File: src/rtl/cla_pkg.sv
// ============================================================================
// Module : cla_pkg
// Brief  : Shared types and helpers for ClaAdder-based controllers.
// Rev    : 1.0  initial release
// ============================================================================
`default_nettype none

package cla_pkg;

    typedef enum logic [1:0] {
        IDLE = 2'b00,
        RUN  = 2'b01,
        DONE = 2'b10
    } cla_seq_state_t;

    // Index register width; a single-entry index still needs one bit.
    function automatic int cla_index_width(input int count);
        return (count > 1) ? $clog2(count) : 1;
    endfunction

endpackage

`default_nettype wire

File: src/rtl/cla_adder_sequencer_cla_adder.sv
// ============================================================================
// Module : ClaAdder
// Brief  : Combinational carry-lookahead adder slice with carry-in/carry-out.
// Rev    : 1.0  initial release
// ============================================================================
`default_nettype none

module ClaAdder #(
    parameter int INPUT_BIT_WIDTH = 8
) (
    input  logic [INPUT_BIT_WIDTH-1:0] InputA,
    input  logic [INPUT_BIT_WIDTH-1:0] InputB,
    input  logic                       InputCarry,
    output logic [INPUT_BIT_WIDTH-1:0] Sum,
    output logic                       OutputCarry
);

    logic [INPUT_BIT_WIDTH-1:0] w_gen;
    logic [INPUT_BIT_WIDTH-1:0] w_prop;
    logic [INPUT_BIT_WIDTH:0]   w_carry;
    logic                       w_acc;
    logic                       w_chain;

    assign w_gen  = InputA & InputB;
    assign w_prop = InputA ^ InputB;

    // Each carry is the flat sum-of-products of all lower generates, so no
    // carry depends on another carry.
    always_comb begin
        w_carry    = '0;
        w_acc      = 1'b0;
        w_chain    = 1'b0;
        w_carry[0] = InputCarry;
        for (int i = 0; i < INPUT_BIT_WIDTH; i++) begin
            w_acc   = w_gen[i];
            w_chain = w_prop[i];
            for (int j = i - 1; j >= 0; j--) begin
                w_acc   = w_acc | (w_chain & w_gen[j]);
                w_chain = w_chain & w_prop[j];
            end
            w_carry[i+1] = w_acc | (w_chain & InputCarry);
        end
    end

    assign Sum         = w_prop ^ w_carry[INPUT_BIT_WIDTH-1:0];
    assign OutputCarry = w_carry[INPUT_BIT_WIDTH];

endmodule

`default_nettype wire

File: src/rtl/cla_adder_sequencer.sv
// ============================================================================
// Module : cla_adder_sequencer
// Brief  : Wide adder executed slice-by-slice on one shared ClaAdder, with
//          valid/ready handshakes on input and result.
//          Optional macro CLA_SEQ_SUBTRACT_EN adds a Subtract input (A-B).
// Rev    : 1.0  initial release
// ============================================================================
`default_nettype none

module cla_adder_sequencer
    import cla_pkg::*;
#(
    parameter  int WORD_WIDTH  = 8,
    parameter  int WORD_COUNT  = 4,
    localparam int TOTAL_WIDTH = WORD_WIDTH * WORD_COUNT
) (
    input  logic                   Clock,
    input  logic                   ResetN,
    input  logic                   InValid,
    output logic                   InReady,
    input  logic [TOTAL_WIDTH-1:0] InputA,
    input  logic [TOTAL_WIDTH-1:0] InputB,
    input  logic                   InputCarry,
`ifdef CLA_SEQ_SUBTRACT_EN
    input  logic                   Subtract,
`endif
    output logic                   OutValid,
    input  logic                   OutReady,
    output logic [TOTAL_WIDTH-1:0] Sum,
    output logic                   OutputCarry,
    output logic                   Busy
);

    localparam int              IDX_W    = cla_index_width(WORD_COUNT);
    localparam logic [IDX_W-1:0] IDX_LAST = IDX_W'(WORD_COUNT - 1);

    cla_seq_state_t         state_q, state_d;
    logic [TOTAL_WIDTH-1:0] a_q, a_d;
    logic [TOTAL_WIDTH-1:0] b_q, b_d;
    logic [TOTAL_WIDTH-1:0] sum_q, sum_d;
    logic [IDX_W-1:0]       idx_q, idx_d;
    logic                   carry_q, carry_d;
    logic                   cout_q, cout_d;

    logic [WORD_WIDTH-1:0]  w_a_slice;
    logic [WORD_WIDTH-1:0]  w_b_slice;
    logic [WORD_WIDTH-1:0]  w_slice_sum;
    logic                   w_slice_cout;
    logic [TOTAL_WIDTH-1:0] w_b_in;
    logic                   w_carry_in;

`ifdef CLA_SEQ_SUBTRACT_EN
    // Subtraction is A + ~B + 1; inverting at capture keeps the datapath shared.
    assign w_b_in     = Subtract ? ~InputB : InputB;
    assign w_carry_in = Subtract ? 1'b1 : InputCarry;
`else
    assign w_b_in     = InputB;
    assign w_carry_in = InputCarry;
`endif

    always_comb begin
        w_a_slice = '0;
        w_b_slice = '0;
        for (int k = 0; k < WORD_COUNT; k++) begin
            if (idx_q == IDX_W'(k)) begin
                w_a_slice = a_q[k*WORD_WIDTH +: WORD_WIDTH];
                w_b_slice = b_q[k*WORD_WIDTH +: WORD_WIDTH];
            end
        end
    end

    ClaAdder #(
        .INPUT_BIT_WIDTH(WORD_WIDTH)
    ) u_cla_adder (
        .InputA     (w_a_slice),
        .InputB     (w_b_slice),
        .InputCarry (carry_q),
        .Sum        (w_slice_sum),
        .OutputCarry(w_slice_cout)
    );

    always_comb begin
        state_d = state_q;
        a_d     = a_q;
        b_d     = b_q;
        sum_d   = sum_q;
        idx_d   = idx_q;
        carry_d = carry_q;
        cout_d  = cout_q;
        unique case (state_q)
            IDLE: begin
                if (InValid) begin
                    a_d     = InputA;
                    b_d     = w_b_in;
                    carry_d = w_carry_in;
                    idx_d   = '0;
                    sum_d   = '0;
                    state_d = RUN;
                end
            end
            RUN: begin
                carry_d = w_slice_cout;
                for (int k = 0; k < WORD_COUNT; k++) begin
                    if (idx_q == IDX_W'(k)) begin
                        sum_d[k*WORD_WIDTH +: WORD_WIDTH] = w_slice_sum;
                    end
                end
                if (idx_q == IDX_LAST) begin
                    cout_d  = w_slice_cout;
                    state_d = DONE;
                end else begin
                    idx_d = idx_q + IDX_W'(1);
                end
            end
            DONE: begin
                if (OutReady) begin
                    state_d = IDLE;
                end
            end
            default: state_d = IDLE;
        endcase
    end

    always_ff @(posedge Clock or negedge ResetN) begin
        if (!ResetN) begin
            state_q <= IDLE;
            a_q     <= '0;
            b_q     <= '0;
            sum_q   <= '0;
            idx_q   <= '0;
            carry_q <= 1'b0;
            cout_q  <= 1'b0;
        end else begin
            state_q <= state_d;
            a_q     <= a_d;
            b_q     <= b_d;
            sum_q   <= sum_d;
            idx_q   <= idx_d;
            carry_q <= carry_d;
            cout_q  <= cout_d;
        end
    end

    assign InReady     = (state_q == IDLE);
    assign OutValid    = (state_q == DONE);
    assign Busy        = (state_q != IDLE);
    assign Sum         = sum_q;
    assign OutputCarry = cout_q;

endmodule

`default_nettype wire

File: config.mk
export PLATFORM = sky130hd
export DESIGN_NAME = cla_adder_sequencer
export DESIGN_NICKNAME = d
export VERILOG_FILES = /design/src/rtl/cla_pkg.sv /design/src/rtl/cla_adder_sequencer_cla_adder.sv /design/src/rtl/cla_adder_sequencer.sv
export SDC_FILE = /design/constraint.sdc
export NUM_CORES = 1
export LEC_CHECK = 0
export CAP_MARGIN = 30
export CORE_UTILIZATION = 55
export CTS_CLUSTER_DIAMETER = 150
export CTS_CLUSTER_SIZE = 25
export DETAILED_ROUTE_END_ITERATION = 12
export PLACE_DENSITY = 0.93
export SKIP_LAST_GASP = 1
export SYNTH_ARGS = -nofsm -noshare
export SYNTH_HDL_FRONTEND = slang
export SYNTH_SLANG_ARGS = --single-unit
File: constraint.sdc
create_clock -name Clock -period 8.2 [get_ports Clock]
set_input_delay 1.64 -clock Clock [delete_from_list [all_inputs] [get_ports Clock]]
set_output_delay 1.64 -clock Clock [all_outputs]
set_load 0.005 [all_outputs]
# After elaboration in Yosys (flattened, before gate mapping)

Cells that the tools add are included.

Bits in registers: 102
Bits in latches: 0
Memory bits (writable): 0
ROM bits: 0
Bits of input ports: 69
Output and inout bits: 36
Memories: 0

Add/subtract/negate cells: 1
Multiply operators: 0
Div/mod/pow operators: 0
$lt $le $gt $ge: 0
Eq/ne operators: 12
Shifts and indexed selects: 0
Muxes and demuxes: 23
Bitwise logic cells: 103
Reductions and logical operators: 13

Operator list:

| kind                                                  | number |
|---|---|
| 2-to-1 mux 8 bit                                      | 12 |
| bitwise AND 1 bit                                     | 64 |
| one-hot mux 32 bit (2 select lines)                   | 1 |
| OR 1 bit                                              | 36 |
| 2-to-1 mux 32 bit                                     | 1 |
| AND reduction 3 bit                                   | 6 |
| XOR 8 bit                                             | 2 |
| inequality test 2 bit, second input constant          | 6 |
| 2-to-1 mux 2 bit                                      | 5 |
| bitwise AND 8 bit                                     | 1 |
| == test 2 bit, second input constant                  | 3 |
| one-hot mux 2 bit (3 select lines)                    | 1 |
| AND reduction 2 bit                                   | 3 |
| == test 2 x 1 -> 1 bit, second input constant         | 2 |
| logical NOT 2 bit                                     | 2 |
| one-hot mux 2 bit (2 select lines)                    | 1 |
| nonzero test 2 bit                                    | 2 |
| adder 2 x 1 -> 2 bit, second input constant           | 1 |
| inequality test 2 x 1 -> 1 bit, second input constant | 1 |
| one-hot mux 1 bit (2 select lines)                    | 1 |
| 2-to-1 mux 1 bit                                      | 1 |

# Depth between registers and ports, before layout

Gate-level depths: netlist of run 1.

Word-level depth: 17
Gate-level depth with buffers: 12
Depth with buffers taken out: 11

# By module

A second synthesis of run 1 with hierarchy kept.

Cells, all modules: 370
Area, all modules: 4,828.4 um2

Modules (own cells, without submodules):

| module              | times used | cells an instance | area an instance (um2) |
|---|---|---|---|
| cla_adder_sequencer | 1          | 329               | 4,495.6 |
| ClaAdder            | 1          | 41                | 332.8 |

# Least setup slack after synthesis of run 1

Ideal clock, no wire load.

Path type: register -> register
From: register idx_q[0]
To: register sum_q[14] (netlist: Sum[14])
Library setup time: 95 ps
Arrival: 2,716 ps
Data required time: 8,105 ps
Slack: 5,388 ps
Stages on the path, launching flop included: 13
Cell sequence: dfrtp_1 -> inv_1 -> ha_1 -> clkbuf_1 -> clkbuf_1 -> a21oi_1 -> a21oi_1 -> o21ai_0 -> ha_1 -> o21ai_2 -> or4b_4 -> and4_4 -> o31ai_1

Longest elaborated chain between the ends: 16
Elaborated cells between the ends (all ways): 36

RTL lines:

| what                                                  | RTL line                                                                 | text |
|---|---|---|
| start, declared                                       | cla_adder_sequencer.sv:41                                                | `logic [IDX_W-1:0] idx_q, idx_d;` |
| start signal, assigned                                | cla_adder_sequencer.sv:138                                               | `idx_q <= idx_d;` |
| logical NOT 2 bit                                     | cla_adder_sequencer.sv:65                                                | `if (idx_q == IDX_W'(k)) begin` |
| 2-to-1 mux 8 bit (4 in a row)                         | cla_adder_sequencer.sv:65                                                |  |
| XOR 8 bit / bitwise AND 8 bit (equally long branches) | cla_adder_sequencer_cla_adder.sv:25, cla_adder_sequencer_cla_adder.sv:24 |  |
| bitwise AND 1 bit, on equally long branches           | cla_adder_sequencer_cla_adder.sv:38, cla_adder_sequencer_cla_adder.sv:39 |  |
| OR 1 bit (tied with other cells) (4 in a row)         | cla_adder_sequencer_cla_adder.sv:38                                      | `w_acc = w_acc \| (w_chain & w_gen[j]);` |
| OR 1 bit / bitwise AND 1 bit (equally long branches)  | cla_adder_sequencer_cla_adder.sv:38, cla_adder_sequencer_cla_adder.sv:41 |  |
| OR 1 bit                                              | cla_adder_sequencer_cla_adder.sv:41                                      | `w_carry[i+1] = w_acc \| (w_chain & InputCarry);` |
| XOR 8 bit                                             | cla_adder_sequencer_cla_adder.sv:45                                      | `assign Sum = w_prop ^ w_carry[INPUT_BIT_WIDTH-1:0];` |
| 2-to-1 mux 8 bit                                      | cla_adder_sequencer.sv:104                                               | `if (idx_q == IDX_W'(k)) begin` |
| one-hot mux 32 bit (2 select lines)                   | cla_adder_sequencer.sv:90                                                | `unique case (state_q)` |
| end signal, assigned                                  | cla_adder_sequencer.sv:137                                               | `sum_q <= sum_d;` |
| end, declared                                         | cla_adder_sequencer.sv:40                                                | `logic [TOTAL_WIDTH-1:0] sum_q, sum_d;` |

Parallel ways exist; a longest one is shown, timed or not. The select of a mux whose other input is x is not followed.
A chain may end at the register's enable or synchronous reset.

# Worst setup path after layout of run 1

From: register idx_q[1]
To: register sum_q[20] (netlist: Sum[20])

Longest elaborated chain between the ends: 14
Elaborated cells between the ends (all ways): 30

RTL lines:

| what                                                  | RTL line |
|---|---|
| logical NOT 2 bit                                     | cla_adder_sequencer.sv:65 |
| 2-to-1 mux 8 bit (4 in a row)                         | cla_adder_sequencer.sv:65 |
| XOR 8 bit / bitwise AND 8 bit (equally long branches) | cla_adder_sequencer_cla_adder.sv:25, cla_adder_sequencer_cla_adder.sv:24 |
| bitwise AND 1 bit, on equally long branches           | cla_adder_sequencer_cla_adder.sv:38, cla_adder_sequencer_cla_adder.sv:39 |
| OR 1 bit (tied with other cells) (2 in a row)         | cla_adder_sequencer_cla_adder.sv:38 |
| OR 1 bit / bitwise AND 1 bit (equally long branches)  | cla_adder_sequencer_cla_adder.sv:38, cla_adder_sequencer_cla_adder.sv:41 |
| OR 1 bit                                              | cla_adder_sequencer_cla_adder.sv:41 |
| XOR 8 bit                                             | cla_adder_sequencer_cla_adder.sv:45 |
| 2-to-1 mux 8 bit                                      | cla_adder_sequencer.sv:104 |
| one-hot mux 32 bit (2 select lines)                   | cla_adder_sequencer.sv:90 |

Parallel ways exist; a longest one is shown, timed or not. The select of a mux whose other input is x is not followed.

==> run metrics, run 1 <==
remaining global-route overflow 0; CTS hold repair buffers 0; Worst Path Required 8.44 ns; chip height 95.0 um; Post-Syn Area per Cell 11.5 um2; TritonCTS clock tree done; outcome complete, no violations; RSZ-0062 raised after global routing no; clk buf depth 2; final hold vios 0; Seq/Total Area, Yosys 0.536; Sink Count 102; Synth Flop Type dfrtp_1; Post-layout nets 595; clock root buffer clkbuf_8; I/O pins 105; Most common cell on crit path ha_1; max-cap violation count 0; Max-slew headroom 0.335; CP Launch Type flip-flop; # diodes 0; post-placement cell area 0.00591 mm2; cells after synthesis 413; setup_tns 0 ns; vias 3728; HPWL Detailed 8.24 mm; Worst Hold Class reg2reg; clock skew 0.0111 ns; Post-synth EDFFs 0; Unique masters post-synth 40; critical setup path kind reg2reg; largest net degree at the start of global routing 84; Detailed Route WL 11.5 mm; fin crit share 0.476; vias in the first global route 3861; DR vias/cell 5.99; final setup vio count 0; WL per Instance 18.4 um; warnings from Yosys 0; register cell area after layout 0.00255 mm2; Std-Cell Rows 33; Max Fclk 256 MHz; Total Power 2.68 mW; area of the multi-input gates 0.00209 mm2; Slew @ Worst Pin 0.997 ns; fin cells 622; most frequent cells in the layout clkdlybuf4s50_1 (103), dfrtp_1 (102), nand2_1 (64); max incr delay on CP 0.82 ns; Synth Register Bits 102; 1st-pass router iterations 5; critical path's top delay family compound AO/OA/AOI/OAI gates; CP cell instances inv_1 -> ha_1 -> nor2b_1 -> a221oi_1 -> nor3_1 -> a21o_1 -> ha_1 -> a211oi_2 -> o21bai_1 -> a211oi_1 -> o31ai_1; CP Buf/Inv Count 1; final instance area 0.00613 mm2; ANT nets after route 0; Post-CTS Setup Repair Bufs 0; area grow syn2layout 28.8%; Tmin final 3.90 ns; CP arrival 4.14 ns; most common cell after layout, fill and taps aside clkdlybuf4s50_1; placed cell count 605; Starting Density 0.573; initial DRC count 176; initial antenna violation count 0; slowest CP cell ha_1; layout cells sized above 1 0.182; Mapped Area 0.00476 mm2; clock slew at reported path FFs 0.10 ns; Num CTS Buffers 9; leakage 2.55 nW; Async S/R FF share, synth 1.00; cts repair resizes 0; fillcell total 561; Power per Cell Area 437 mW/mm2; IO Port Bufs 104; first-pass GRT wire length 19.2 mm; H-tree lvl count 3; Max VDD drop 0.242 mV; Core Region 0.00830 mm2; clock latency on the worst-skew pair 0.37 ns; syn nets 496; global-route usage over all layers 0.286; Max FO, Critical Path 32; Max Slew Vio Count 0; CP endpoint kind flip-flop; number of remaining DRC errors 0; die width 95.0 um; gp weighted congestion 0.832; full die area 0.00903 mm2
-- final cells by class --
class | count | share of cell area
multi-input combinational | 282 | 0.341
timing repair buffer | 110 | 0.183
inverter | 7 | 0.00429
clock inverter | 7 | 0.0133
tap | 105 | 0.0214
sequential | 102 | 0.416
clock buffer | 9 | 0.0202
-- final timing paths --
path	startpoint	slack, ns	depth (start not counted)	end
max in group asynchronous	ResetN	6.01	3	b_q[25]
setup / recovery	idx_q[1]	4.30	11	Sum[20]
min in group asynchronous	ResetN	1.13	1	b_q[2]
hold reg to reg	b_q[5]	0.50	1	b_q[5]
hold / removal	b_q[5]	0.50	1	b_q[5]
setup reg to reg	idx_q[1]	4.30	11	Sum[20]
-- stage by stage --
stage          setup WS [ns]   util  hold WS (ns)
4_1_cts                 4.36  0.736         0.505
5_1_grt                 4.01  0.739         0.529
3_5_place_dp            4.41  0.712         0.481
3_3_place_gp            4.60  0.706         0.463
6_report                4.30  0.739         0.498
2_1_floorplan           5.39      -         0.458
-- synth_stat cells (all sizes together) (3+ instances only) --
cell type / count / area (um2)
o31ai: 18 / 135
nand2: 64 / 240
o31a: 3 / 26.3
a221oi: 4 / 35.0
dfrtp: 102 / 2550
mux2: 64 / 721
a32o: 4 / 40.0
clkbuf: 13 / 48.8
nand2b: 4 / 25.0
o21ai: 29 / 149
nand3b: 12 / 90.1
a21o: 4 / 30.0
ha: 13 / 163
buf: 9 / 45.0
nand3: 3 / 15.0
a21oi: 31 / 170
inv: 7 / 26.3
nor2b: 6 / 37.5
-- metal layers --
metal | wire, um | global-route usage | vias up
li1 | - | - | 1676
met1 | 4710 | 0.375 | 1846
met2 | 5650 | 0.461 | 176
met3 | 713 | 0.0526 | 30
met4 | 391 | 0.134 | 0
met5 | 0 | 0 | -
-- cells by family after synthesis --
kind of cell	Yosys count	synth area share
multiplexers	64	0.151
AO/OA/AOI/OAI	102	0.140
AND/OR/NAND/NOR	100	0.105
flip-flops	102	0.536
adder cells (fa/ha/maj)	14	0.0384
buffers and inverters	29	0.0252
XOR/XNOR	2	0.00368
-- power breakdown --
part           internal, mW  total, mW  switching, mW
clock                 0.145      0.324          0.179
combinational         0.678       1.47          0.787
sequential            0.743      0.887          0.144
total                  1.57       2.68           1.11
-- registers in the layout (all words and copies together), names as in the netlist --
register,cells
idx_q,2
Sum,32
carry_q,1
a_q,32
b_q,32
OutputCarry,1
state_q,2
No activity file was read; power rests on OpenSTA's default activity.
==> run 2, diff against run 1 <==
--- a/config.mk
+++ b/config.mk
@@ -6,11 +6,11 @@
 export NUM_CORES = 1
 export LEC_CHECK = 0
 export CAP_MARGIN = 30
-export CORE_UTILIZATION = 55
+export CORE_UTILIZATION = 46
 export CTS_CLUSTER_DIAMETER = 150
 export CTS_CLUSTER_SIZE = 25
 export DETAILED_ROUTE_END_ITERATION = 12
-export PLACE_DENSITY = 0.93
+export PLACE_DENSITY = 0.84
 export SKIP_LAST_GASP = 1
 export SYNTH_ARGS = -nofsm -noshare
 export SYNTH_HDL_FRONTEND = slang
==> constraint.sdc (replaced) <==
create_clock -name Clock -period 3.5 [get_ports Clock]
set_input_delay 0.7 -clock Clock [delete_from_list [all_inputs] [get_ports Clock]]
set_output_delay 0.7 -clock Clock [all_outputs]
set_load 0.005 [all_outputs]
==> run 2 against run 1 <==
Count of clock-buffer cells in the layout stayed put; worst hold slack worse by 0.19 ns; non-clock buffer count is 3 higher; via count is 3.2% lower; clock skew is 0.0036 ns lower; critical endpoint is now Sum[31].
==> run metrics, run 2 (synthesis gave the netlist of run 1 again) <==
final hold vios 0 (unchanged); chip height 104 um (+9.2%); Internal 3.77 mW (+140%); Power per Cell Area 1030 mW/mm2 (+130%); largest net degree at the start of global routing 72 (-14%); CP arrival 3.56 ns (-0.58 ns); full die area 0.0108 mm2 (+19%); Num CTS Buffers 9 (unchanged); Setup WS pre-CTS 0.254 ns (-4.16 ns); I/O pins 105 (unchanged); setup_tns 0 ns (unchanged); TritonCTS clock tree done; first-pass GRT wire length 18.2 mm (-5.1%); Sw Share 0.408 (-0.00668); WL per Instance 17.2 um (-6.7%); H-tree lvl count 3 (unchanged); Starting Density 0.480 (-0.0932); remaining global-route overflow 0 (unchanged); worst r2r src idx_q[0]; leakage 2.58 nW (+0.91%); 1st-pass router iterations 4 (-1); Max Fclk 302 MHz (+18%); initial antenna violation count 0 (unchanged); fin crit share 0.945 (+0.469); Slew @ Worst Pin 1.04 ns (+0.0461 ns); Sw Pwr 2.60 mW (+130%); Max Slew Vio Count 0 (unchanged); Tmin final 3.31 ns (-0.596 ns); max-cap violation count 0 (unchanged); Final Util 0.627 (-0.112); Combinational Power Share 0.540 (-0.007); gp weighted congestion 0.801 (-3.7%); setup slack after layout 0.191 ns (-4.10 ns); clock slew at reported path FFs 0.10 ns (about the same); HPWL Detailed 8.45 mm (+2.6%); vias 3607 (-3.2%); RSZ-0062 raised after global routing no; CP Launch Point idx_q[0]; Worst Path Required 3.75 ns (-4.69 ns); CP Launch Type flip-flop; Sink Count 102 (unchanged); IO Port Bufs 104 (unchanged); # diodes 0 (unchanged); sequential share of power 0.329 (-0.002); Std-Cell Rows 36 (+9.1%); ANT nets after route 0 (unchanged); clock root buffer clkbuf_8; vias in the first global route 3720 (-3.7%); clock latency on the worst-skew pair 0.38 ns (about the same); clk buf depth 2 (unchanged); CP endpoint kind flip-flop; layout cells sized above 1 0.188 (+0.00664); Total Power 6.37 mW (+140%); initial DRC count 161 (-8.5%); outcome complete, no violations; global-route usage over all layers 0.217 (-0.0688); Clock Power Share 0.132 (+0.011); Post-layout nets 598 (+0.50%); die width 104 um (+9.2%); Max FO, Critical Path 16 (-50%); most common cell after layout, fill and taps aside clkdlybuf4s50_1; clock skew 0.00746 ns (-0.00362 ns); number of remaining DRC errors 0 (unchanged); Core Region 0.00991 mm2 (+19%); area grow syn2layout 30.5%; Max VDD drop 0.386 mV (+60%); Max-slew headroom 0.303 (-0.0321); CTS hold repair buffers 0 (unchanged); Worst Hold Class in2async; most frequent cells in the layout clkdlybuf4s50_1 (103), dfrtp_1 (102), nand2_1 (64); final setup vio count 0 (unchanged); Detailed Route WL 11.2 mm (-2.1%); DR vias/cell 5.52 (-7.8%); critical setup path kind reg2reg
[run 2: changes by cell type in the layout (fill, tap and decap cells not counted), sizes merged]
cell	previous run	this run
clkinvlp	1	2
clkinv	3	0
bufinv	1	2
buf	7	10
inv	9	10
[run 2: metal layers]
metal | vias to the layer above | GRT usage | wire, um
met5 | - | 0 | 0
met4 | 0 | 0.0704 | 175
met3 | 17 | 0.0485 | 581
met2 | 109 | 0.369 | 5670
met1 | 1783 | 0.275 | 4810
li1 | 1698 | - | -
[run 2: path summary, 6_finish.rpt]
path                       endpoint  slack (ns)  depth (start not counted)
max in group asynchronous   a_q[24]        2.49                          2
hold reg to reg              Sum[8]        0.49                          2
min in group Clock           Sum[8]        0.49                          2
hold / removal               b_q[1]        0.31                          1
setup reg to reg            Sum[31]        0.19                         11
setup / recovery            Sum[31]        0.19                         11
[run 2: cell type report]
| cell class | count | area, um2 |
|---|---|---|
| Clock buffer | 9 | 124 |
| Timing Repair Buffer | 113 | 1140 |
| Sequential cell | 102 | 2550 |
| Multi-Input combinational cell | 282 | 2100 |
| Clock inverter | 7 | 104 |
| Fill cell | 794 | 3700 |
| Inverter | 7 | 26.3 |
| Tap cell | 133 | 166 |
[run 2: through the flow]
step / instances / hold WS [ns] / instance area (um2)
2_1_floorplan: 413 / 0.404 / 4760
3_3_place_gp: 637 / 0.461 / 5980
3_5_place_dp: 637 / 0.470 / 5980
4_1_cts: 653 / 0.336 / 6210
5_1_grt: 653 / 0.361 / 6210
6_report: 653 / 0.310 / 6210
[run 2: critical path, cell delays in order (launching register included)]
cell and delay, ns:
dfrtp_1 0.42, inv_1 0.12, ha_1 0.51, buf_4 0.25
a21oi_1 0.05, a21oi_1 0.25, o21ai_0 0.13, ha_1 0.40
nand2_1 0.13, nor4_1 0.45, o31a_1 0.35, o31ai_1 0.12
[run 2: what timing repair did]
action / in CTS / in global routing
resized for setup: 0 / 1
setup endpoints to repair: 0 / 1
setup buffers: 0 / 0
[run 2: power groups by stage]
stage | Combinational (mW) | Sequential [mW] | Clock, mW
after floorplan | 2.33 | 1.99 | 0
after global routing | 3.74 | 2.16 | 0.891
final | 3.44 | 2.09 | 0.838
after CTS | 3.39 | 2.10 | 0.851
after detailed placement | 3.38 | 2.12 | 0
after global placement | 3.21 | 2.09 | 0
==> run 3, diff against run 2 <==
--- a/config.mk
+++ b/config.mk
@@ -11,6 +11,7 @@
 export CTS_CLUSTER_SIZE = 25
 export DETAILED_ROUTE_END_ITERATION = 12
 export PLACE_DENSITY = 0.84
+export SETUP_SLACK_MARGIN = 0.5
 export SKIP_LAST_GASP = 1
 export SYNTH_ARGS = -nofsm -noshare
 export SYNTH_HDL_FRONTEND = slang
==> run 3 against run 2 <==
First-iteration DRC count rose by 14%; design area rose by 3.9%; clock power rose by 0.6%; critical path depth did not move; clock skew rose by 0.0028 ns; count of clock-buffer cells in the layout did not move; total power rose by 9.8%; global-route usage rose by 0.17 points; worst setup slack improved by 0.35 ns; die area did not move; via count rose by 2.5%; critical path type unchanged.
==> run metrics, run 3 (synthesis gave the netlist of run 1 again) <==
Core Region 0.00991 mm2 (unchanged); critical setup path kind reg2reg; Slew @ Worst Pin 1.03 ns (-0.0113 ns); Detailed Route WL 11.7 mm (+4.5%); final setup vio count 0 (unchanged); Worst Hold Class in2async; Max-slew headroom 0.310 (+0.00755); DR vias/cell 5.56 (+0.65%); CP endpoint kind flip-flop; global-route usage over all layers 0.218 (+0.00165); CP Launch Type flip-flop; max incr delay on CP 0.54 ns (+0.03 ns); Starting Density 0.480 (unchanged); setup_tns 0 ns (unchanged); most frequent cells in the layout clkdlybuf4s50_1 (103), dfrtp_1 (101), nand2_1 (64); TritonCTS clock tree done; final hold vios 0 (unchanged); vias 3697 (+2.5%); Tmin final 2.96 ns (-0.347 ns); area grow syn2layout 35.6%; largest net degree at the start of global routing 72 (unchanged); CP arrival 3.25 ns (-0.31 ns); Std-Cell Rows 36 (unchanged); Sink Count 102 (unchanged); max-cap violation count 0 (unchanged); initial DRC count 184 (+14%); die width 104 um (unchanged); critical path's top delay family simple AND/OR/NAND/NOR gates; worst hold margin 0.311 ns (+0.00188 ns); fin crit share 0.846 (-0.0990); Sw Pwr 2.86 mW (+9.8%); most common cell after layout, fill and taps aside clkdlybuf4s50_1; remaining global-route overflow 0 (unchanged); vias in the first global route 3743 (+0.62%); clock root buffer clkbuf_8; Max VDD drop 0.505 mV (+31%); Max Slew Vio Count 0 (unchanged); H-tree lvl count 3 (unchanged); Combinational Power Share 0.578 (+0.038); Internal 4.14 mW (+9.8%); # diodes 0 (unchanged); clock slew at reported path FFs 0.10 ns (about the same); clock latency on the worst-skew pair 0.38 ns (about the same); leakage 2.66 nW (+3.3%); RSZ-0062 raised after global routing yes; WL per Instance 17.6 um (+2.6%); CP cell instances inv_2 -> ha_4 -> buf_4 -> a21oi_1 -> a21oi_2 -> o21ai_0 -> ha_1 -> nand2_1 -> or4b_4 -> and4_4 -> o31ai_1; Worst Path Required 3.79 ns (+0.04 ns); HPWL Detailed 8.45 mm (unchanged); sequential share of power 0.301 (-0.028); gp weighted congestion 0.801 (unchanged); Power per Cell Area 1080 mW/mm2 (+5.7%); Post-layout nets 610 (+2.0%); first-pass GRT wire length 18.4 mm (+0.98%); CP Buf/Inv Count 2 (unchanged); Sw Share 0.408 (about the same); full die area 0.0108 mm2 (unchanged); I/O pins 105 (unchanged); initial antenna violation count 0 (unchanged); Final Util 0.651 (+0.0242); clock skew 0.0103 ns (+0.00284 ns); Max FO, Critical Path 16 (unchanged); chip height 104 um (unchanged); clk buf depth 2 (unchanged); Max Fclk 338 MHz (+12%); slowest CP cell or4b_4; Clock Power Share 0.120 (-0.012); Num CTS Buffers 9 (unchanged); outcome complete, no violations; 1st-pass router iterations 4 (unchanged); layout cells sized above 1 0.246 (+0.0578); IO Port Bufs 104 (unchanged); number of remaining DRC errors 0 (unchanged); CTS hold repair buffers 0 (unchanged); ANT nets after route 0 (unchanged)
==> run 3: cell count changes in the layout (fill, tap and decap cells not counted), sizes merged <==
cell,change
buf,+11
clkbuf,+1
==> run 3: final timing paths <==
check / start / to / slack [ns] / cells after the start
min: ResetN / b_q[1] / 0.31 / 1
max: idx_q[0] / Sum[22] / 0.54 / 11
max reg2reg: idx_q[0] / Sum[22] / 0.54 / 11
max in group asynchronous: ResetN / a_q[29] / 2.49 / 2
min in group Clock: Sum[8] / Sum[8] / 0.49 / 2
min reg2reg: Sum[8] / Sum[8] / 0.49 / 2
==> run 3: worst register-to-register path, cell delays in order (launching register included) <==
cell and delay, ns:
dfrtp_2 0.46, inv_2 0.11, ha_4 0.26, buf_4 0.20, a21oi_1 0.06, a21oi_2 0.14, o21ai_0 0.11, ha_1 0.40
nand2_1 0.14, or4b_4 0.54, and4_4 0.23, o31ai_1 0.21
==> run 3: routing by layer <==
metal  share of wire  global-route usage  up-vias
li1                -                   -     1717
met1            0.42               0.277     1824
met2            0.50               0.371      138
met3           0.059              0.0503       18
met4           0.021              0.0684        0
met5               0                   0        -
==> run 3: area by class of cell <==
class,instances,area (um2)
inverter,7,26.3
fill,735,3460
timing repair buffer,125,1240
clock buffer,9,124
clock inverter,7,104
multi-input combinational,282,2240
sequential,102,2550
tap,133,166
==> run 3: power by group through the flow <==
stage               Sequential, mW  Clock, mW  Combinational [mW]
floorplan                     1.99          0                2.33
global placement              2.09          0                3.21
detailed placement            2.12          0                3.38
CTS                           2.10      0.851                3.62
global route                  2.17      0.896                4.36
finish                        2.11      0.843                4.04
==> run 3: timing repair <==
item	4_1_cts	5_1_grt
buffers inserted	4	6
pin swaps	4	7
endpoints found under the setup margin	22	22
resized for setup	9	29
gates cloned	0	2
==> run 3: metrics by stage <==
| stage | worst slack [ns] | area (um2) | power (mW) | instances |
|---|---|---|---|---|
| 2_1_floorplan | 0.688 | 4760 | 4.32 | 413 |
| 3_3_place_gp | 0.399 | 5980 | 5.30 | 637 |
| 3_5_place_dp | 0.254 | 5980 | 5.50 | 637 |
| 4_1_cts | 0.514 | 6290 | 6.56 | 657 |
| 5_1_grt | 0.410 | 6450 | 7.43 | 665 |
| 6_report | 0.538 | 6450 | 7.00 | 665 |
